--- src/rtl/pwm_pkg.sv ---
// pwm_pkg: shared FSM state type and duty-cycle scaling constants for pwm_capture
package pwm_pkg;
  typedef enum logic [2:0] {
    IDLE,
    WAIT_RISE,
    MEAS_HIGH,
    MEAS_LOW,
    DIVIDE,
    HOLD
  } state_t;
  localparam int DUTY_SCALE = 1000;
  localparam int DUTY_W     = 10;
endpackage

--- src/rtl/pwm_duty_divider.sv ---
// pwm_duty_divider: serial restoring divider, one quotient bit per cycle
module pwm_duty_divider #(
  parameter int DIVD_W = 34,
  parameter int DIVS_W = 24,
  parameter int Q_W    = 10
) (
  input  logic              clock,
  input  logic              reset_n,
  input  logic              start,
  input  logic              abort,
  input  logic [DIVD_W-1:0] dividend,
  input  logic [DIVS_W-1:0] divisor,
  output logic              busy,
  output logic              done,
  output logic [Q_W-1:0]    quotient
);
  localparam int SC_W = $clog2(DIVD_W + 1);
  logic [DIVD_W-1:0] q;
  logic [DIVS_W-1:0] rem, dsr, diff;
  logic [SC_W-1:0]   steps;
  logic [DIVS_W:0]   sh;
  logic              ge;
  // rem < dsr always, so the trial difference fits in DIVS_W bits whenever ge
  always_comb begin
    sh   = {rem, q[DIVD_W-1]};
    ge   = sh[DIVS_W] || (sh[DIVS_W-1:0] >= dsr);
    diff = sh[DIVS_W-1:0] - dsr;
  end
  assign quotient = q[Q_W-1:0];
  always_ff @(posedge clock or negedge reset_n)
    if (!reset_n) begin
      q     <= '0;
      rem   <= '0;
      dsr   <= '0;
      steps <= '0;
      busy  <= 1'b0;
      done  <= 1'b0;
    end else if (abort) begin
      busy <= 1'b0;
      done <= 1'b0;
    end else if (start) begin
      q     <= dividend;
      rem   <= '0;
      dsr   <= divisor;
      steps <= SC_W'(DIVD_W);
      busy  <= 1'b1;
      done  <= 1'b0;
    end else if (busy) begin
      q     <= {q[DIVD_W-2:0], ge};
      rem   <= ge ? diff : sh[DIVS_W-1:0];
      steps <= steps - SC_W'(1);
      busy  <= steps != SC_W'(1);
      done  <= steps == SC_W'(1);
    end else begin
      done <= 1'b0;
    end
endmodule

--- src/rtl/pwm_capture.sv ---
// pwm_capture: measures PWM high time, period and duty (permille) in clock cycles
module pwm_capture
  import pwm_pkg::*;
#(
  parameter int CNT_W   = 24,
  parameter int TIMEOUT = 200000
) (
  input  logic              clock,
  input  logic              reset_n,
  input  logic              enable,
  input  logic              pwm_in,
  output logic              meas_valid,
  input  logic              meas_ready,
  output logic [CNT_W-1:0]  high_count,
  output logic [CNT_W-1:0]  period_count,
  output logic [DUTY_W-1:0] duty_permille,
  output logic              stuck_high,
  output logic              stuck_low
);
  localparam int DIV_W = CNT_W + DUTY_W;
  localparam int TO_W  = $clog2(TIMEOUT + 1);
  state_t            state_q, state_d;
  logic [2:0]        sync_q;
  logic              rise, fall, level, to_hit;
  logic [TO_W-1:0]   to_cnt;
  logic [CNT_W-1:0]  cnt;
  logic              ld_cnt, lat_high, lat_period, ld_duty, accept;
  logic              div_busy, div_done;
  logic [DIV_W-1:0]  dividend;
  logic [DUTY_W-1:0] quotient;
  // sync_q[1:0] is the synchronizer, sync_q[2] the edge-detect history
  always_ff @(posedge clock or negedge reset_n)
    if (!reset_n) sync_q <= '0;
    else sync_q <= {sync_q[1:0], pwm_in};
  always_comb begin
    level  = sync_q[1];
    rise   = sync_q[1] & ~sync_q[2];
    fall   = ~sync_q[1] & sync_q[2];
    to_hit = !(rise || fall) && to_cnt == TO_W'(TIMEOUT - 1);
  end
  always_ff @(posedge clock or negedge reset_n)
    if (!reset_n) begin
      to_cnt     <= '0;
      stuck_high <= 1'b0;
      stuck_low  <= 1'b0;
    end else if (!enable || rise || fall) begin
      to_cnt     <= '0;
      stuck_high <= 1'b0;
      stuck_low  <= 1'b0;
    end else begin
      if (to_cnt != TO_W'(TIMEOUT)) to_cnt <= to_cnt + TO_W'(1);
      if (to_hit) begin
        stuck_high <= level;
        stuck_low  <= !level;
      end
    end
  always_ff @(posedge clock or negedge reset_n)
    if (!reset_n) state_q <= IDLE;
    else state_q <= state_d;
  always_comb begin
    state_d = state_q;
    case (state_q)
      IDLE:      state_d = WAIT_RISE;
      WAIT_RISE: state_d = rise ? MEAS_HIGH : WAIT_RISE;
      MEAS_HIGH: state_d = to_hit ? WAIT_RISE : fall ? MEAS_LOW : MEAS_HIGH;
      MEAS_LOW:  state_d = to_hit ? WAIT_RISE : rise ? DIVIDE : MEAS_LOW;
      DIVIDE:    state_d = div_done ? HOLD : DIVIDE;
      HOLD:      state_d = accept ? WAIT_RISE : HOLD;
      default:   state_d = IDLE;
    endcase
    if (!enable) state_d = IDLE;
  end
  always_comb begin
    ld_cnt     = enable && state_q == WAIT_RISE && rise;
    lat_high   = enable && state_q == MEAS_HIGH && fall;
    lat_period = enable && state_q == MEAS_LOW && rise && !div_busy;
    ld_duty    = enable && state_q == DIVIDE && div_done;
    accept     = state_q == HOLD && meas_valid && meas_ready;
    dividend   = DIV_W'(high_count) * DIV_W'(DUTY_SCALE);
  end
  // one counter spans both phases: latched at the fall as high time, at the closing rise as period
  always_ff @(posedge clock or negedge reset_n)
    if (!reset_n) cnt <= '0;
    else if (ld_cnt) cnt <= CNT_W'(1);
    else if (state_q == MEAS_HIGH || state_q == MEAS_LOW) cnt <= cnt + CNT_W'(1);
  always_ff @(posedge clock or negedge reset_n)
    if (!reset_n) begin
      high_count    <= '0;
      period_count  <= '0;
      duty_permille <= '0;
      meas_valid    <= 1'b0;
    end else begin
      if (lat_high) high_count <= cnt;
      if (lat_period) period_count <= cnt;
      if (ld_duty) duty_permille <= quotient;
      meas_valid <= enable && (ld_duty || (meas_valid && !accept));
    end
  pwm_duty_divider #(
    .DIVD_W(DIV_W),
    .DIVS_W(CNT_W),
    .Q_W   (DUTY_W)
  ) u_div (
    .clock   (clock),
    .reset_n (reset_n),
    .start   (lat_period),
    .abort   (!enable),
    .dividend(dividend),
    .divisor (cnt),
    .busy    (div_busy),
    .done    (div_done),
    .quotient(quotient)
  );
endmodule

--- config.mk ---
export PLATFORM = sky130hd
export DESIGN_NAME = pwm_capture
export DESIGN_NICKNAME = d
export VERILOG_FILES = /design/src/rtl/pwm_pkg.sv /design/src/rtl/pwm_duty_divider.sv /design/src/rtl/pwm_capture.sv
export SDC_FILE = /design/constraint.sdc
export NUM_CORES = 1
export LEC_CHECK = 0
export ABC_AREA = 0
export CORE_ASPECT_RATIO = 0.6
export CORE_MARGIN = 2
export CORE_UTILIZATION = 30
export CTS_BUF_LIST = sky130_fd_sc_hd__clkbuf_4
export DETAILED_ROUTE_END_ITERATION = 10
export GPL_TIMING_DRIVEN = 1
export PLACE_DENSITY_LB_ADDON = 0.12
export SYNTH_ARGS = -nofsm -noshare
export SYNTH_HDL_FRONTEND = slang
export SYNTH_SLANG_ARGS = --single-unit
--- constraint.sdc ---
create_clock -name clock -period 4.03 [get_ports clock]
set_input_delay 0.806 -clock clock [delete_from_list [all_inputs] [get_ports clock]]
set_output_delay 0.806 -clock clock [all_outputs]
set_load 0.005 [all_outputs]
Yosys cells after proc, flatten, opt, wreduce, memory -nomap -nowiden
Cells that the tools add are included.
{"block": "classes", "n_addsub": 4, "multipliers": 1, "div": 0, "magnitude_cmp": 1, "eq_ne": 9, "n_shift": 0, "n_mux": 30, "bitwise": 4, "n_reduce_logical": 32}
{"operator": "two-way mux 24 bit", "n": 5}
{"operator": "two-way mux 34 bit", "n": 2}
{"operator": "two-way mux 18 bit", "n": 2}
{"operator": "multiplier 24 x 7 -> 31 bit, second input constant", "n": 1}
{"operator": "adder 24 x 1 -> 24 bit, second input constant", "n": 1}
{"operator": "greater-or-equal comparator 24 bit", "n": 1}
{"operator": "subtractor 24 bit", "n": 1}
{"operator": "adder 18 x 1 -> 18 bit, second input constant", "n": 1}
{"operator": "== test 18 bit, second input constant", "n": 1}
{"operator": "!= test 18 bit, second input constant", "n": 1}
{"operator": "one-hot mux 3 bit (6 select lines)", "n": 1}
{"operator": "logical AND 1 bit", "n": 14}
{"operator": "two-way mux 1 bit", "n": 12}
{"operator": "two-way mux 3 bit", "n": 4}
{"operator": "two-way mux 6 bit", "n": 2}
{"operator": "nonzero test 2 bit", "n": 4}
{"operator": "== test 3 x 2 -> 1 bit, second input constant", "n": 2}
{"operator": "== test 3 bit, second input constant", "n": 2}
{"operator": "== test 6 x 1 -> 1 bit, second input constant", "n": 1}
{"operator": "logical OR 1 bit", "n": 6}
{"operator": "!= test 6 x 1 -> 1 bit, second input constant", "n": 1}
{"operator": "subtractor 6 x 1 -> 6 bit, second input constant", "n": 1}
{"operator": "zero test 1 bit", "n": 5}
{"operator": "two-way mux 2 bit", "n": 2}
{"operator": "other kinds (5)", "n": 8}
{"block": "word_totals", "register_bits": 199, "latch_bits": 0, "ram_bits": 0, "mem_bits_ro": 0, "in_bits": 5, "out_inout_bits": 61, "n_memories": 0}

Depth between registers and ports, before layout
{"block": "logic_depth", "word_depth": 8, "ltp_mapped": 18, "depth_no_buf": 17}

Hierarchy
Synthesis repeated with hierarchy kept, for this count alone.
{"block": "unflattened", "cells_unflattened": 1500, "area_unflattened_um2": 14530.2}
{"module": "pwm_capture", "instances": 1, "cells_each": 856, "area_per_inst_um2": 8929.8}
{"module": "pwm_duty_divider", "instances": 1, "cells_each": 644, "area_per_inst_um2": 5600.4}

Worst setup path before layout
OpenSTA, ideal clock, no wires.
{"block": "synth_path", "path_type": "reg2reg", "startpoint": "register high_count[5]", "endpoint": "register u_div.q[26]", "setup_ps": 134, "arrival_ps": 4320, "required_time_ps": 3896, "path_slack_ps": -424, "path_stages_with_launch": 16, "path_buffers": 0, "synth_period_minus_slack_ps": 4454, "cell_sequence": "dfrtp_1 inv_1 fa_1 fa_1 fa_1 fa_1 inv_1 ha_1 a21o_1 a21o_1 a221o_1 a31oi_1 a221oi_1 a41oi_1 xor2_1 o21ai_0"}
{"block": "synth_via", "elab_chain_len": 2}
{"item": "from (decl)", "line": "pwm_capture.sv:14", "rtl": "output logic [CNT_W-1:0] high_count,"}
{"item": "from (signal assigned)", "line": "pwm_capture.sv:93", "rtl": "if (lat_high) high_count <= cnt;"}
{"item": "multiplier 24 x 7 -> 31 bit", "line": "pwm_capture.sv:79", "rtl": "dividend = DIV_W'(high_count) * DIV_W'(DUTY_SCALE);"}
{"item": "two-way mux 34 bit", "line": "pwm_duty_divider.sv:41", "rtl": "end else if (start) begin"}
{"item": "to (signal assigned)", "line": "pwm_duty_divider.sv:42", "rtl": "q <= dividend;"}
{"item": "to (signal assigned)", "line": "pwm_duty_divider.sv:49", "rtl": "q <= {q[DIVD_W-2:0], ge};"}
{"item": "to (decl)", "line": "pwm_duty_divider.sv:18", "rtl": "logic [DIVD_W-1:0] q;"}
No other way between the ends.
A chain may end at the register's enable or synchronous reset.

Worst setup path in the final report
{"block": "layout_path", "startpoint": "register high_count[5]", "endpoint": "register u_div.q[32]"}
Same word-level chain as after synthesis.

==> impl_results.md <==
- Status: finished, violations left
- Violated checks: negative setup slack
- Post-CTS Hold Buffers: 0
- Hold Vio Cnt, Final: 0
- Worst vdd ir: 0.199 mV
- #FFs+latches synth: 199
- RR Endpoint: u_div.q[32]$_DFFE_PN0P_
- Skew final: 23.1 ps
- Clk sinks: 199
- Min-Delay Path Class: in -> async
- Clock transition at path regs: 190 ps
- Min Hold Slack: 86.9 ps
- Worst R2R Setup Slack: -380 ps
- Seq/Total Area, Yosys: 36.4%
- CTS H-Tree Depth: 4
- Worst Path Max Fanout: 4
- Synth cell types: 74
- Kind of critical path: reg -> reg
- Top_reg_cell synth: dfrtp_1
- Drt first pass iters: 5
- Max Cap Violations: 0
- Count leader, synth: dfrtp_1
- Port bufs: 65
- Starting density of the core: 30.4%
- Synth top cells by count: 199 x dfrtp_1, 157 x inv_1, 148 x nand2_1, 100 x ha_1, 87 x fa_1
- Crit start category: flop
- Final slew viol count: 0
- Max frequency: 227 MHz
- Fin util: 37.6%
- Final setup fails: 21
- Total power: 5860 uW
- Global Route Usage Sum: 16.7%
- WP data required: 4590 ps
- RSZ-0062 raised after global routing: yes
- Synth warn: 0
- Largest net degree at the start of global routing: 80
- LEAKAGE: 0.00797 uW
- Nets: 1773
- Cell Rows: 60
- CTS buffer count: 17
- Routability cong.: 0.802
- Fin worst setup slack: -380 ps
- Minimum clock period: 4410 ps
- Synth-to-Final Area Change: 23.4%
- Layout cells sized above 1: 19.9%
- GR Overflow Total: 0
- WP data arrival: 4970 ps
- Die span in x: 280 um
- Avg WL per Cell: 17.1 um
- Initial DRC count: 641
- Clk buf depth: 2
- Mapped Area: 0.0137 sq mm
- I/O pin count: 66
- Yosys top cell area share: 36.4%
- Initial antenna violation count: 1
- DRC Markers: 0
- Root Buffer: clkbuf_4
- Synth area leader: dfrtp_1
- Vias in the first global route: 10600
- DPL Wire Length: 29100 um
- Vias per inst: 4.76
- Filler instances: 4528
- Die Y: 169 um
- Global-route wire length before repair: 61300 um
- Core Region: 0.0449 sq mm
- Power Dens Cells: 347 mW/mm^2
- R2R cell count: 17
- Syn Nets: 1584
- Synth top area cells: dfrtp_1 36%, fa_1 13%, ha_1 9.2%, inv_1 4.3%, nand2_1 4.1%
- Post-DRT Antenna Nets: 0
- Final wirelength: 37300 um
- Cells after Synth: 1392
- Number of synthesized flops with an enable pin: 0
- Later-pin clock latency in the skew report: 660 ps
- Total number of vias: 10400
- Slew headroom: 49.0%
- Final Cycle Share: 109%
- Worst r2r src: high_count[5]$_DFFE_PN0P_
- Asr flop ratio synth: 100%
- Measured slew at the worst slew-check pin: 765 ps
- Avg Inst Size Synth: 9.82 sq um
- Die area: 0.0473 sq mm
- CTS tree: done
- Crit end category: flop
[report_power, final]
group	total (uW)	internal, uW	switching [uW]
Sequential	2310	2160	155
Combinational	2370	1130	1240
Clock	1170	342	828
Total	5860	3630	2230
[flip-flops by register name, summed over array words and instances, names as in the netlist]
name,cells
stuck_high,1
u_div.q,34
duty_permille,10
u_div.steps,6
u_div.dsr,24
to_cnt,18
high_count,24
meas_valid,1
sync_q,3
u_div.done,1
stuck_low,1
u_div.busy,1
cnt,24
period_count,24
state_q,3
u_div.rem,24
[worst max-delay path: stages, from the launching register on]
cell	delay [ps]
dfrtp_1	450
inv_4	80
fa_1	500
fa_1	580
fa_1	430
fa_1	510
inv_2	50
ha_4	270
and3_4	180
and2_4	170
buf_6	100
buf_6	90
nand3_4	80
o221ai_4	240
o21ai_4	140
o31ai_4	230
xnor2_1	140
o21ai_1	70
[layer usage]
layer | share of wire (%) | vias up | wire, um | track usage (%)
met2 | 40 | 142 | 15000 | 23.7
li1 | - | 5105 | - | -
met3 | 2.7 | 13 | 996 | 2.73
met5 | 0 | - | 0 | 0
met1 | 57 | 5147 | 21100 | 26.7
met4 | 0.58 | 0 | 215 | 2.09
[worst max-delay path by stage]
stage / cells after the start / slack (ps) / endpoint / startpoint
global placement: 16 / -400 / u_div.q[26]$_DFFE_PN0P_ / high_count[1]$_DFFE_PN0P_
floorplan: 15 / -130 / u_div.q[26]$_DFFE_PN0P_ / high_count[3]$_DFFE_PN0P_
global route: 15 / -550 / u_div.q[31]$_DFFE_PN0P_ / high_count[4]$_DFFE_PN0P_
detailed placement: 16 / -490 / u_div.q[26]$_DFFE_PN0P_ / high_count[1]$_DFFE_PN0P_
finish: 17 / -380 / u_div.q[32]$_DFFE_PN0P_ / high_count[5]$_DFFE_PN0P_
CTS: 16 / -430 / u_div.q[26]$_DFFE_PN0P_ / high_count[2]$_DFFE_PN0P_
[through the flow]
step	cell area, sq um	setup WS [ps]	TNS, ps	cells
after floorplan	13800	-125	-511	1392
after global placement	16100	-399	-4140	2141
after detailed placement	16100	-491	-5730	2141
after CTS	16600	-434	-5950	2175
after global routing	16900	-553	-8920	2185
final	16900	-380	-5090	2185
[cell usage in the layout, fill, tap and decap left out, types with 54 or more instances in the layout]
cell,instances
fa_1,86
nor2_1,76
a21oi_1,61
inv_1,135
dfrtp_1,194
clkdlybuf4s50_1,64
ha_1,94
o21ai_0,54
buf_4,134
nand2_1,148
[logic make-up (layout without fill, tap and decap cells)]
logic type | count (synthesis) | count (layout) | synth area share (%)
AOI/OAI and AO/OA | 303 | 303 | 14.0
xor gates and xnor gates | 84 | 84 | 5.38
adders and majority gates | 187 | 187 | 21.9
buffers and inverters | 204 | 406 | 5.76
DFF | 199 | 199 | 36.4
muxes | 57 | 57 | 4.55
other | 0 | 2 | 0
and+or+nand+nor | 358 | 358 | 12.0
[timing repair]
item	4_1_cts	5_1_grt
pin swaps	32	25
gates resized for setup	34	40
setup endpoints to repair	21	23
buffers inserted	2	10
[final cells by class]
| type | count | area [sq um] | share of cell area, % |
|---|---|---|---|
| Inverter | 158 | 596 | 3.53 |
| Multi-Input combinational cell | 989 | 8340 | 49.5 |
| Clock buffer | 18 | 135 | 0.801 |
| Tap cell | 589 | 737 | 4.37 |
| Sequential cell | 199 | 4990 | 29.6 |
| Timing Repair Buffer | 216 | 1900 | 11.2 |
| Antenna cell | 2 | 5.00 | 0.0297 |
| Clock inverter | 14 | 165 | 0.980 |
(Power assumes the default switching activity.)
